### src/rtl/dac_spi_tx.sv
// Drives an MCP4901-style 8-bit DAC: one 16-bit SPI write frame per sample, then an LDAC strobe.
// A one-entry buffer holds a sample that arrives mid-frame; overwrites are counted (saturating).
module dac_spi_tx #(
  parameter int         SCLK_DIV = 4,
  parameter logic [3:0] CFG_BITS = 4'b0011
) (
  input  logic       clk,
  input  logic       rst_n,
  input  logic [7:0] sample,
  input  logic       sample_valid,
  output logic       busy,
  output logic       pending,
  output logic [7:0] overrun_cnt,
  output logic       spi_cs_n,
  output logic       spi_sclk,
  output logic       spi_mosi,
  output logic       spi_ldac_n
);
  typedef enum logic [2:0] {IDLE, SETUP, SHIFT, HOLD, LDAC} state_t;

  state_t      state_reg, state_next;
  logic [7:0]  cnt_reg;
  logic [4:0]  half_reg;
  logic [15:0] shreg_reg;
  logic [7:0]  buf_reg;
  logic        buf_valid_reg;
  logic [7:0]  overrun_reg;
  logic        busy_reg, pending_reg, cs_n_reg, sclk_reg, mosi_reg, ldac_n_reg;
  logic        busy_next, pending_next, cs_n_next, sclk_next, mosi_next, ldac_n_next;
  logic        tick, idle, start, shift_out;

  assign tick      = (cnt_reg == 8'(SCLK_DIV - 1));
  assign idle      = (state_reg == IDLE);
  assign start     = idle && (buf_valid_reg || sample_valid);
  // Even half-periods are SCLK high; the next bit is presented as SCLK falls.
  assign shift_out = (state_reg == SHIFT) && tick && !half_reg[0];

  always_ff @(posedge clk or negedge rst_n) begin
    if (!rst_n) state_reg <= IDLE;
    else        state_reg <= state_next;
  end

  always_comb begin
    state_next = state_reg;
    unique case (state_reg)
      IDLE:  if (start) state_next = SETUP;
      SETUP: if (tick) state_next = SHIFT;
      SHIFT: if (tick && half_reg == 5'd31) state_next = HOLD;
      HOLD:  if (tick) state_next = LDAC;
      LDAC:  if (tick) state_next = IDLE;
      default: state_next = IDLE;
    endcase
  end

  always_ff @(posedge clk or negedge rst_n) begin
    if (!rst_n) begin
      cnt_reg       <= '0;
      half_reg      <= '0;
      shreg_reg     <= '0;
      buf_reg       <= '0;
      buf_valid_reg <= 1'b0;
      overrun_reg   <= '0;
    end else begin
      cnt_reg <= (idle || tick) ? 8'd0 : cnt_reg + 8'd1;

      if (state_reg == SETUP)               half_reg <= '0;
      else if (state_reg == SHIFT && tick)  half_reg <= half_reg + 5'd1;

      if (start)
        shreg_reg <= {CFG_BITS, (buf_valid_reg ? buf_reg : sample), 4'b0000};
      else if (shift_out)
        shreg_reg <= {shreg_reg[14:0], 1'b0};

      // In IDLE a full buffer is consumed and refilled by a same-cycle strobe without an overrun.
      if (idle) begin
        if (buf_valid_reg) begin
          buf_valid_reg <= sample_valid;
          if (sample_valid) buf_reg <= sample;
        end
      end else if (sample_valid) begin
        buf_reg       <= sample;
        buf_valid_reg <= 1'b1;
        if (buf_valid_reg && overrun_reg != 8'hFF) overrun_reg <= overrun_reg + 8'd1;
      end
    end
  end

  always_comb begin
    busy_next    = !idle;
    pending_next = buf_valid_reg;
    cs_n_next    = !(state_reg == SETUP || state_reg == SHIFT);
    sclk_next    = (state_reg == SHIFT) && !half_reg[0];
    mosi_next    = (state_reg == SETUP || state_reg == SHIFT) ? shreg_reg[15] : 1'b0;
    ldac_n_next  = (state_reg != LDAC);
  end

  always_ff @(posedge clk or negedge rst_n) begin
    if (!rst_n) begin
      busy_reg    <= 1'b0;
      pending_reg <= 1'b0;
      cs_n_reg    <= 1'b1;
      sclk_reg    <= 1'b0;
      mosi_reg    <= 1'b0;
      ldac_n_reg  <= 1'b1;
    end else begin
      busy_reg    <= busy_next;
      pending_reg <= pending_next;
      cs_n_reg    <= cs_n_next;
      sclk_reg    <= sclk_next;
      mosi_reg    <= mosi_next;
      ldac_n_reg  <= ldac_n_next;
    end
  end

  assign busy        = busy_reg;
  assign pending     = pending_reg;
  assign overrun_cnt = overrun_reg;
  assign spi_cs_n    = cs_n_reg;
  assign spi_sclk    = sclk_reg;
  assign spi_mosi    = mosi_reg;
  assign spi_ldac_n  = ldac_n_reg;
endmodule

### config.mk
export PLATFORM = sky130hd
export DESIGN_NAME = dac_spi_tx
export DESIGN_NICKNAME = d
export VERILOG_FILES = /design/src/rtl/dac_spi_tx.sv
export SDC_FILE = /design/constraint.sdc
export NUM_CORES = 1
export LEC_CHECK = 0
export ABC_AREA = 1
export BUFFER_PORTS_ARGS = -buffer_cell sky130_fd_sc_hd__buf_2
export CORE_MARGIN = 2
export CORE_UTILIZATION = 35
export DETAILED_ROUTE_END_ITERATION = 16
export PLACE_DENSITY = 0.51
export SLEW_MARGIN = 20
export SYNTH_ARGS = -nofsm -noshare
export SYNTH_HDL_FRONTEND = slang
export SYNTH_SLANG_ARGS = --single-unit
### constraint.sdc
create_clock -name clk -period 1.5 [get_ports clk]
set_clock_uncertainty 0.15 [all_clocks]
set_input_delay 0.375 -clock clk [delete_from_list [all_inputs] [get_ports clk]]
set_output_delay 0.375 -clock clk [all_outputs]
set_load 0.01 [all_outputs]
### Word-level counts from Yosys, hierarchy flattened

Index checks and enable logic that the tools add are counted.

| word-level totals | value |
|---|---|
| register bits after elaboration | 55 |
| logic and storage cells | 68 |
| input port bits | 11 |

| operators by class | value |
|---|---|
| mux-type cells | 19 |
| $add $sub $neg | 3 |
| equality and inequality tests | 14 |
| bitwise operators | 1 |
| reduce and logical (&&, ||, !) cells | 18 |

Operator list:

| cell | number |
|---|---|
| $mux 8 | 5 |
| $mux 16 | 2 |
| $add 8x1->8 const B | 2 |
| $mux 3 | 5 |
| $pmux 3 s5 | 1 |
| $mux 5 | 2 |
| $ne 2x2->1 const B | 5 |
| $eq 8x2->1 const B | 1 |
| $ne 8x8->1 const B | 1 |
| $eq 3x2->1 const B | 2 |
| $logic_and 1x1->1 | 6 |
| $reduce_bool 2->1 | 3 |
| $add 5x1->5 const B | 1 |
| $eq 5x5->1 const B | 1 |
| $reduce_and 5->1 | 1 |
| $mux 1 | 4 |
| $eq 3x1->1 const B | 1 |
| $eq 3x3->1 const B | 1 |
| $logic_not 1->1 | 3 |
| $logic_not 3->1 | 1 |
| $logic_or 1x1->1 | 3 |
| $ne 3x3->1 const B | 1 |
| $reduce_and 3->1 | 1 |
| $ne 2x1->1 const B | 1 |
| $not 1->1 | 1 |

### Logic depth before layout (Yosys ltp)

Gate-level depths: netlist (run 1).

| logic depth | value |
|---|---|
| depth in word-level cells | 5 |
| gate-level depth with buffers | 10 |
| mapped depth without buffers | 10 |

### Worst setup path before layout (run 1)

OpenSTA, ideal clock, no wires.

| timing | value |
|---|---|
| kind | register to register |
| start | reg half_reg[0] |
| end | reg state_reg[1] |
| data required time | 1.233 ns |
| slack | -0.049 ns |
| buffers on the path | 0 |
| stages on the path, launching flop included | 10 |
| period minus slack after synthesis | 1.549 ns |
| data arrival time | 1.282 ns |
| cell sequence | dfrtp_1 -> ha_1 -> nand2_1 -> nor2_1 -> ha_1 -> nand3b_1 -> nand2_1 -> nand2_1 -> nand3_1 -> nand2_1 |

| between the ends | value |
|---|---|
| word-level cells in the longest chain between the ends | 4 |

Ends and longest elaborated chain:

| element | RTL line | source |
|---|---|---|
| from (decl) | 23 | `logic [4:0] half_reg;` |
| from (signal assigned) | 67 | `else if (state_reg == SHIFT && tick) half_reg <= half_reg + 5'd1;` |
| $eq 5x5->1 | 48 | `SHIFT: if (tick && half_reg == 5'd31) state_next = HOLD;` |
| $logic_and 1x1->1 | 48 |  |
| $ne 2x2->1 (no source line) | - |  |
| $reduce_and 5->1 (no source line) | - |  |
| to (signal assigned) | 40 | `else state_reg <= state_next;` |
| to (decl) | 21 | `state_t state_reg, state_next;` |

No other way between the ends.
A chain may end at the register's enable or synchronous reset.

### Final worst setup path (run 1)

| timing | value |
|---|---|
| start | reg overrun_reg[0], in the netlist overrun_cnt[0] |
| end | out overrun_cnt[0] |

RTL lines:

| element | RTL line | source |
|---|---|---|
| from (decl) | 27 | `logic [7:0] overrun_reg;` |
| from (signal assigned) | 83 | `if (buf_valid_reg && overrun_reg != 8'hFF) overrun_reg <= overrun_reg + 8'd1;` |
| to (decl) | 13 | `output logic [7:0] overrun_cnt,` |

No word-level cell between the ends.

==> results of run 1 <==
-- layout make-up --
cell class | instances | area, µm²
clock buffers | 6 | 72.6
clock inverters | 2 | 12.5
fillers | 674 | 3560
inverters | 29 | 119
multi-input cells | 220 | 1230
flip-flops and latches | 51 | 1280
well taps | 96 | 120
repair buffers | 61 | 475
-- cell usage in the layout, fill, tap and decap left out, types with 9 or more instances in the layout --
master and instances:
sky130_fd_sc_hd__nand3_1 26, sky130_fd_sc_hd__buf_2 21, sky130_fd_sc_hd__nor2_1 17, sky130_fd_sc_hd__o21ai_0 12, sky130_fd_sc_hd__nand2_1 101, sky130_fd_sc_hd__buf_4 28
sky130_fd_sc_hd__dfrtp_1 48, sky130_fd_sc_hd__o21ai_1 12, sky130_fd_sc_hd__inv_1 25, sky130_fd_sc_hd__nand2_2 9
-- logic make-up (layout without fill, tap and decap cells) --
family	Yosys count	count (layout)	synth area share, %
and+or+nand+nor	175	177	30.7
DFF	51	51	51.1
buffers and inverters	37	98	6.45
AOI/OAI and AO/OA	30	30	6.60
xor gates and xnor gates	9	9	3.15
adders and majority gates	4	4	2.00
-- worst max-delay path, stage by stage (launching register included) --
cell                      delay [ns]
sky130_fd_sc_hd__dfrtp_1        0.43
sky130_fd_sc_hd__buf_6          0.14
sky130_fd_sc_hd__buf_6          0.11
-- what timing repair did --
item | CTS | global route
pin swaps | 2 | 7
hold buffers | 1 | 0
resized for setup | 6 | 43
endpoints found under the setup margin | 28 | 44
gates cloned | 0 | 2
buffers inserted | 2 | 5
hold endpoints to repair | 49 | 0
-- cells in the mapped netlist (all sizes together) --
master / number
ha: 4
nand4: 1
nor3b: 3
xnor2: 1
dfrtp: 49
dfstp: 2
nand3: 31
nor2: 23
buf: 7
clkbuf: 1
a21oi: 3
nand2: 114
nor3: 1
inv: 29
o21ai: 27
xor2: 8
nand3b: 2
-- layer usage --
metal,share of wire (%),routed length (µm),vias to the layer above,GRT usage [%]
met2,47,2430,18,23.7
met4,0.40,21,0,3.58
met3,2.1,109,2,3.08
met5,0,0,-,0
met1,51,2650,991,19.2
li1,-,-,1092,-
-- power groups by stage --
| stage | Sequential (mW) | Combinational [mW] | Clock (mW) |
|---|---|---|---|
| final | 2.07 | 2.86 | 0.790 |
| after global routing | 2.11 | 3.22 | 0.875 |
| after CTS | 2.03 | 2.41 | 0.818 |
| after detailed placement | 2.04 | 2.37 | 0 |
| after global placement | 2.04 | 2.34 | 0 |
| after floorplan | 2.12 | 1.46 | 0 |
-- path summary, 6_finish.rpt --
kind                                             from                         to  slack (ns)
hold / removal                              sample[5]     buf_reg[5]$_DFFE_PN0P_        0.16
max in group asynchronous                       rst_n         spi_cs_n$_DFF_PN1_        0.48
setup reg to reg              half_reg[0]$_DFFE_PN0P_   state_reg[0]$_DFFE_PN0P_        0.01
min in group asynchronous                       rst_n       cnt_reg[4]$_DFF_PN0_        0.43
setup / recovery           overrun_cnt[0]$_DFFE_PN0P_             overrun_cnt[0]      0.0006
hold reg to reg             shreg_reg[13]$_DFFE_PN0P_  shreg_reg[13]$_DFFE_PN0P_        0.34
-- through the flow --
stage | instances | worst slack (ns)
after CTS | 458 | -0.00842
after global placement | 448 | -0.0506
after floorplan | 306 | 0.00171
after global routing | 465 | -0.103
after detailed placement | 448 | -0.0790
final | 465 | 0.000628
==> reports/qor.yml, run 1 <==
logic_synthesis:
  synth-warning-count: 0
  synth.cell_area_um2: 2500
  netlist-cell-type-count: 28
  synth_seq_area_share_pct: 51.1
  ys_seq_elements: 51
  synthCells: 306
  mean_area_per_synthesized_cell_um2: 8.18
  yosys-top-cells-area: "sky130_fd_sc_hd__dfrtp_1 49%, sky130_fd_sc_hd__nand2_1 17%, sky130_fd_sc_hd__nand3_1 6.0%"
  post-synth-top-area-cell: "sky130_fd_sc_hd__dfrtp_1"
  synthesis.nets: 321
  synth_top_cell_area_share_pct: 49.0
floorplan:
  die_w_um: 88.6
  boundaryPins: 25
  fp.coreArea_um2: 6870
  initial_core_util_pct: 36.4
  chipHeight_um: 88.6
  die_area_um2: 7840
  row_count: 30
sta:
  timing.final.crit_share_pct: 100
  period_minus_slack_ns: 1.50
  setup_viol: 0
  relSlewSlack_pct: 81.0
  worst_slew_pin_slew_ns: 0.285
  timing_max_transition_violations_final: 0
  maximum_frequency_from_static_timing_analysis_mhz: 667
  fin_setup_tns_ns: 0
  grt_setup_unrepaired: "true"
  fin_worst_hold_slack_ns: 0.164
  report.final.hold_viol_count: 0
power_and_ir_drop:
  netSwitchingPower_mw: 2.36
  totalPowerFinal_mw: 5.72
  cell_internal_pwr_mw: 3.36
  pwr-share-clk_pct: 13.8
  cellLeakagePower_nw: 1.70
  power.combinational.fraction_pct: 50.0
  power.ir.vdd_worst_mv: 0.683
  power_switching_share_pct: 41.3
  power-per-cell-area_nw_per_um2: 1730
  pwr-share-seq_pct: 36.2
drt:
  via_per_inst: 4.52
  drtAntennaViolNets: 0
  totalWireLength_mm: 5.21
  vias_post_dr: 2103
  dr_wl_cell_um: 11.2
  drtIter0Drc: 84
  post-route-drc-count: 0
  drt_first_pass_iters: 4
worst_setup_path:
  crit_type: "reg2out"
  critical_path_required_ns: 0.97
  worst_setup_path_start_kind: "flop"
  crit_arrival_ns: 0.97
  top_fanout_value_on_the_critical_path: 3
  reg2reg_depth: 9
  critical_path_endpoint_category: "output pin"
hold_path:
  worstHoldPathType: "in2reg"
  min_delay_path_depth: 3
global_routing:
  globalRoute.totalOverflow: 0
  globalRouteTotalUtil_pct: 14.3
  grt_pass1_vias: 1948
  grt_pass1_wl_mm: 8.85
  largest_net_degree_at_the_start_of_global_routing: 52
  initial_antenna_violation_count: 0
placed_design:
  globalplace.congestion: 0.748
  placedInstanceArea_um2: 2950
  hpwl_mm: 3.42
  port-buffer-count: 24
cts:
  cts-htree-levels: 2
  cts_max_path_buffers: 2
  clk-insertion-delay-late_ns: 0.30
  clk_root_buffer_cell: "sky130_fd_sc_hd__clkbuf_8"
  cts_inserted_buffers: 5
  tritoncts_num_sinks: 51
  cts_clk_pin_slew_worst_paths_ns: 0.09
  tritoncts_clock_tree: "yes"
final_layout:
  finish.utilization_pct: 48.2
  largest_reg_flops: 12
  drive_above_1_share_pct: 29.3
  antenna_cells: 0
  syn2layout_area_growth_pct: 32.3
  finalInstanceArea_um2: 3310
  finish.net_count: 383
status:
  status: "finished, final reports clean"
job:
  cap_violations: 0
(Power assumes the default switching activity.)
==> inputs of run 2 (changes only) <==
--- a/constraint.sdc
+++ b/constraint.sdc
@@ -4,2 +4,2 @@
 set_output_delay 0.375 -clock clk [all_outputs]
-set_load 0.01 [all_outputs]
+set_load 0.1 [all_outputs]
==> run 2 against run 1 <==
The run now ends with setup timing left. Global-route usage grew 0.43 points. Total power grew 30%. Count of clock-buffer cells in the layout is the same. Routed wire length grew 3.8%. Via count grew 1.5%. Largest cell class is now multi-input gates.
==> reports/qor.yml, run 2 (synthesized netlist as in run 1, its figures left out) <==
floorplan:
  initial_core_util_pct: 36.4  # unchanged
  boundaryPins: 25  # unchanged
  die_w_um: 88.6  # unchanged
  die_area_um2: 7840  # unchanged
  chipHeight_um: 88.6  # unchanged
  fp.coreArea_um2: 6870  # unchanged
  row_count: 30  # unchanged
final_layout:
  syn2layout_area_growth_pct: 48.2
  drive_above_1_share_pct: 36.8  # +7.6 points
  antenna_cells: 0  # unchanged
  finish.net_count: 394  # +2.9%
  layout.cells.most_common: "sky130_fd_sc_hd__nand2_1"
  most-common-layout-cells: "92 x sky130_fd_sc_hd__nand2_1, 41 x sky130_fd_sc_hd__dfrtp_1, 36 x sky130_fd_sc_hd__buf_4"
  largest_reg_flops: 12  # unchanged
  finish.utilization_pct: 54.0  # +5.8 points
global_routing:
  grt_busiest_layer: "met2"
  global_routing_met3_resource_utilization_pct: 3.08  # unchanged
  globalRoute.totalOverflow: 0  # unchanged
  groute.layer.met1.usage_pct: 19.2  # +0.070 points
  globalRouteTotalUtil_pct: 14.7  # +0.43 points
  grt_use_met2_pct: 24.9  # +1.2 points
  grt_pass1_vias: 2032  # +4.3%
  grt_pass1_wl_mm: 9.12  # +3.1%
  initial_antenna_violation_count: 0  # unchanged
  largest_net_degree_at_the_start_of_global_routing: 52  # unchanged
cts:
  clk_root_buffer_cell: "sky130_fd_sc_hd__clkbuf_8"
  clk-insertion-delay-late_ns: 0.31  # about the same
  cts_max_path_buffers: 2  # unchanged
  cts_inserted_buffers: 5  # unchanged
  cts_clk_pin_slew_worst_paths_ns: 0.10  # about the same
  tritoncts_clock_tree: "yes"
  cts-htree-levels: 2  # unchanged
  tritoncts_num_sinks: 51  # unchanged
status:
  failed_checks: "setup timing"
  status: "finished, violations left"
sta:
  timing_max_transition_violations_final: 0  # unchanged
  report.final.hold_viol_count: 0  # unchanged
  worst_slew_pin_slew_ns: 0.280  # -0.00577 ns
  period_minus_slack_ns: 1.61  # +0.114 ns
  relSlewSlack_pct: 81.4  # +0.38 points
  grt_setup_unrepaired: "true"
  timing.final.crit_share_pct: 108  # +7.6 points
  setup_viol: 16  # +16
  maximum_frequency_from_static_timing_analysis_mhz: 620  # -7.1%
  final.setup.worst_slack_ns: -0.114  # -0.114 ns
  fin_setup_tns_ns: -0.450  # -0.450 ns
worst_setup_path:
  r2r-end: "state_reg[1]$_DFFE_PN0P_"
  worst_setup_path_start_kind: "flop"
  crit_arrival_ns: 1.09  # +0.12 ns
  critical_path_required_ns: 0.97  # about the same
  worst_r2r_startpoint: "half_reg[0]$_DFFE_PN0P_"
  rrSetupSlack_ns: -0.03  # -0.04 ns
  reg2reg_depth: 10  # +1
  crit_type: "reg2out"
  top_fanout_value_on_the_critical_path: 2  # -1
  critical_path_endpoint_category: "output pin"
power_and_ir_drop:
  power.ir.vdd_worst_mv: 1.06  # +55%
  cellLeakagePower_nw: 1.84  # +8.4%
  power-per-cell-area_nw_per_um2: 2000  # +16%
job:
  cap_violations: 0  # unchanged
drt:
  drtAntennaViolNets: 0  # unchanged
  drtIter0Drc: 67  # -20%
  post-route-drc-count: 0  # unchanged
  dr_wl_cell_um: 11.3  # +1.4%
  drt_first_pass_iters: 4  # unchanged
  vias_post_dr: 2134  # +1.5%
  via_per_inst: 4.48  # -0.87%
  totalWireLength_mm: 5.40  # +3.8%
placed_design:
  globalplace.congestion: 0.767  # +2.5%
  hpwl_mm: 3.57  # +4.3%
  dp_worst_setup_slack_ns: -0.0570  # +0.0220 ns
  port-buffer-count: 24  # unchanged
hold_path:
  worstHoldPathType: "in2reg"
  hold_path.startpoint: "sample[1]"
  worst_hold_path.endpoint: "buf_reg[1]$_DFFE_PN0P_"
  min_delay_path_depth: 3  # unchanged
-- run 2: cell count changes in the layout (fill, tap and decap cells not counted), moves of 3 or more --
cell / before / now
sky130_fd_sc_hd__buf_12: 3 / 17
sky130_fd_sc_hd__buf_2: 21 / 10
sky130_fd_sc_hd__nand2_1: 101 / 92
sky130_fd_sc_hd__buf_4: 28 / 36
sky130_fd_sc_hd__dfrtp_1: 48 / 41
sky130_fd_sc_hd__nand2_2: 9 / 15
sky130_fd_sc_hd__dfrtp_2: 1 / 6
sky130_fd_sc_hd__nand2_4: 3 / 7
sky130_fd_sc_hd__nand3_1: 26 / 23
-- run 2: worst max-delay path by stage --
stage	start	to	slack, ns
after global routing	half_reg[0]$_DFFE_PN0P_	state_reg[1]$_DFFE_PN0P_	-0.19
final	overrun_cnt[0]$_DFFE_PN0P_	overrun_cnt[0]	-0.11
after CTS	overrun_cnt[0]$_DFFE_PN0P_	overrun_cnt[0]	-0.13
after detailed placement	cnt_reg[1]$_DFF_PN0_	shreg_reg[13]$_DFFE_PN0P_	-0.06
after global placement	cnt_reg[0]$_DFF_PN0_	shreg_reg[12]$_DFFE_PN0P_	-0.03
after floorplan	overrun_cnt[1]$_DFFE_PN0P_	overrun_cnt[4]$_DFFE_PN0P_	-0.14
-- run 2: final cells by class --
type                            instances  area (µm²)
Clock buffer                            6        72.6
Clock inverter                          2        37.5
Fill cell                             650        3160
Inverter                               29         111
Multi-Input combinational cell        220        1300
Sequential cell                        51        1290
Tap cell                               96         120
Timing Repair Buffer                   72         774
-- run 2: per-layer routing --
layer / vias to the layer above / part of all wire [%]
li1: 1113 / -
met2: 26 / 49
met4: 0 / 0.61
met5: - / 0
met3: 2 / 2.2
met1: 993 / 48
-- run 2: report_power, final --
group | switching, mW | internal, mW | total, mW
Clock | 0.462 | 0.498 | 0.960
Combinational | 2.61 | 1.72 | 4.33
Sequential | 0.315 | 1.82 | 2.13
Total | 3.39 | 4.04 | 7.42
-- run 2: what timing repair did --
action / in CTS / in global routing
pin swaps: 4 / 13
setup endpoints to repair: 38 / 49
endpoints found under the hold margin: 49 / 0
cloned: 0 / 3
hold buffers: 1 / 0
gates resized for setup: 13 / 46
setup buffers: 6 / 6
-- run 2: critical path, cell delays in order, from the launching register on --
cell and delay [ns]:
sky130_fd_sc_hd__dfrtp_4 0.50, sky130_fd_sc_hd__buf_6 0.13, sky130_fd_sc_hd__buf_12 0.15
-- run 2: stage by stage --
| step | cells | power (mW) | hold WS, ns | cell area [µm²] |
|---|---|---|---|---|
| after global placement | 452 | 5.84 | 0.243 | 3230 |
| after global routing | 476 | 7.93 | 0.157 | 3710 |
| after floorplan | 306 | 4.55 | -0.0706 | 2560 |
| after detailed placement | 452 | 5.88 | 0.243 | 3230 |
| after CTS | 467 | 7.08 | 0.161 | 3450 |
| final | 476 | 7.42 | 0.155 | 3710 |
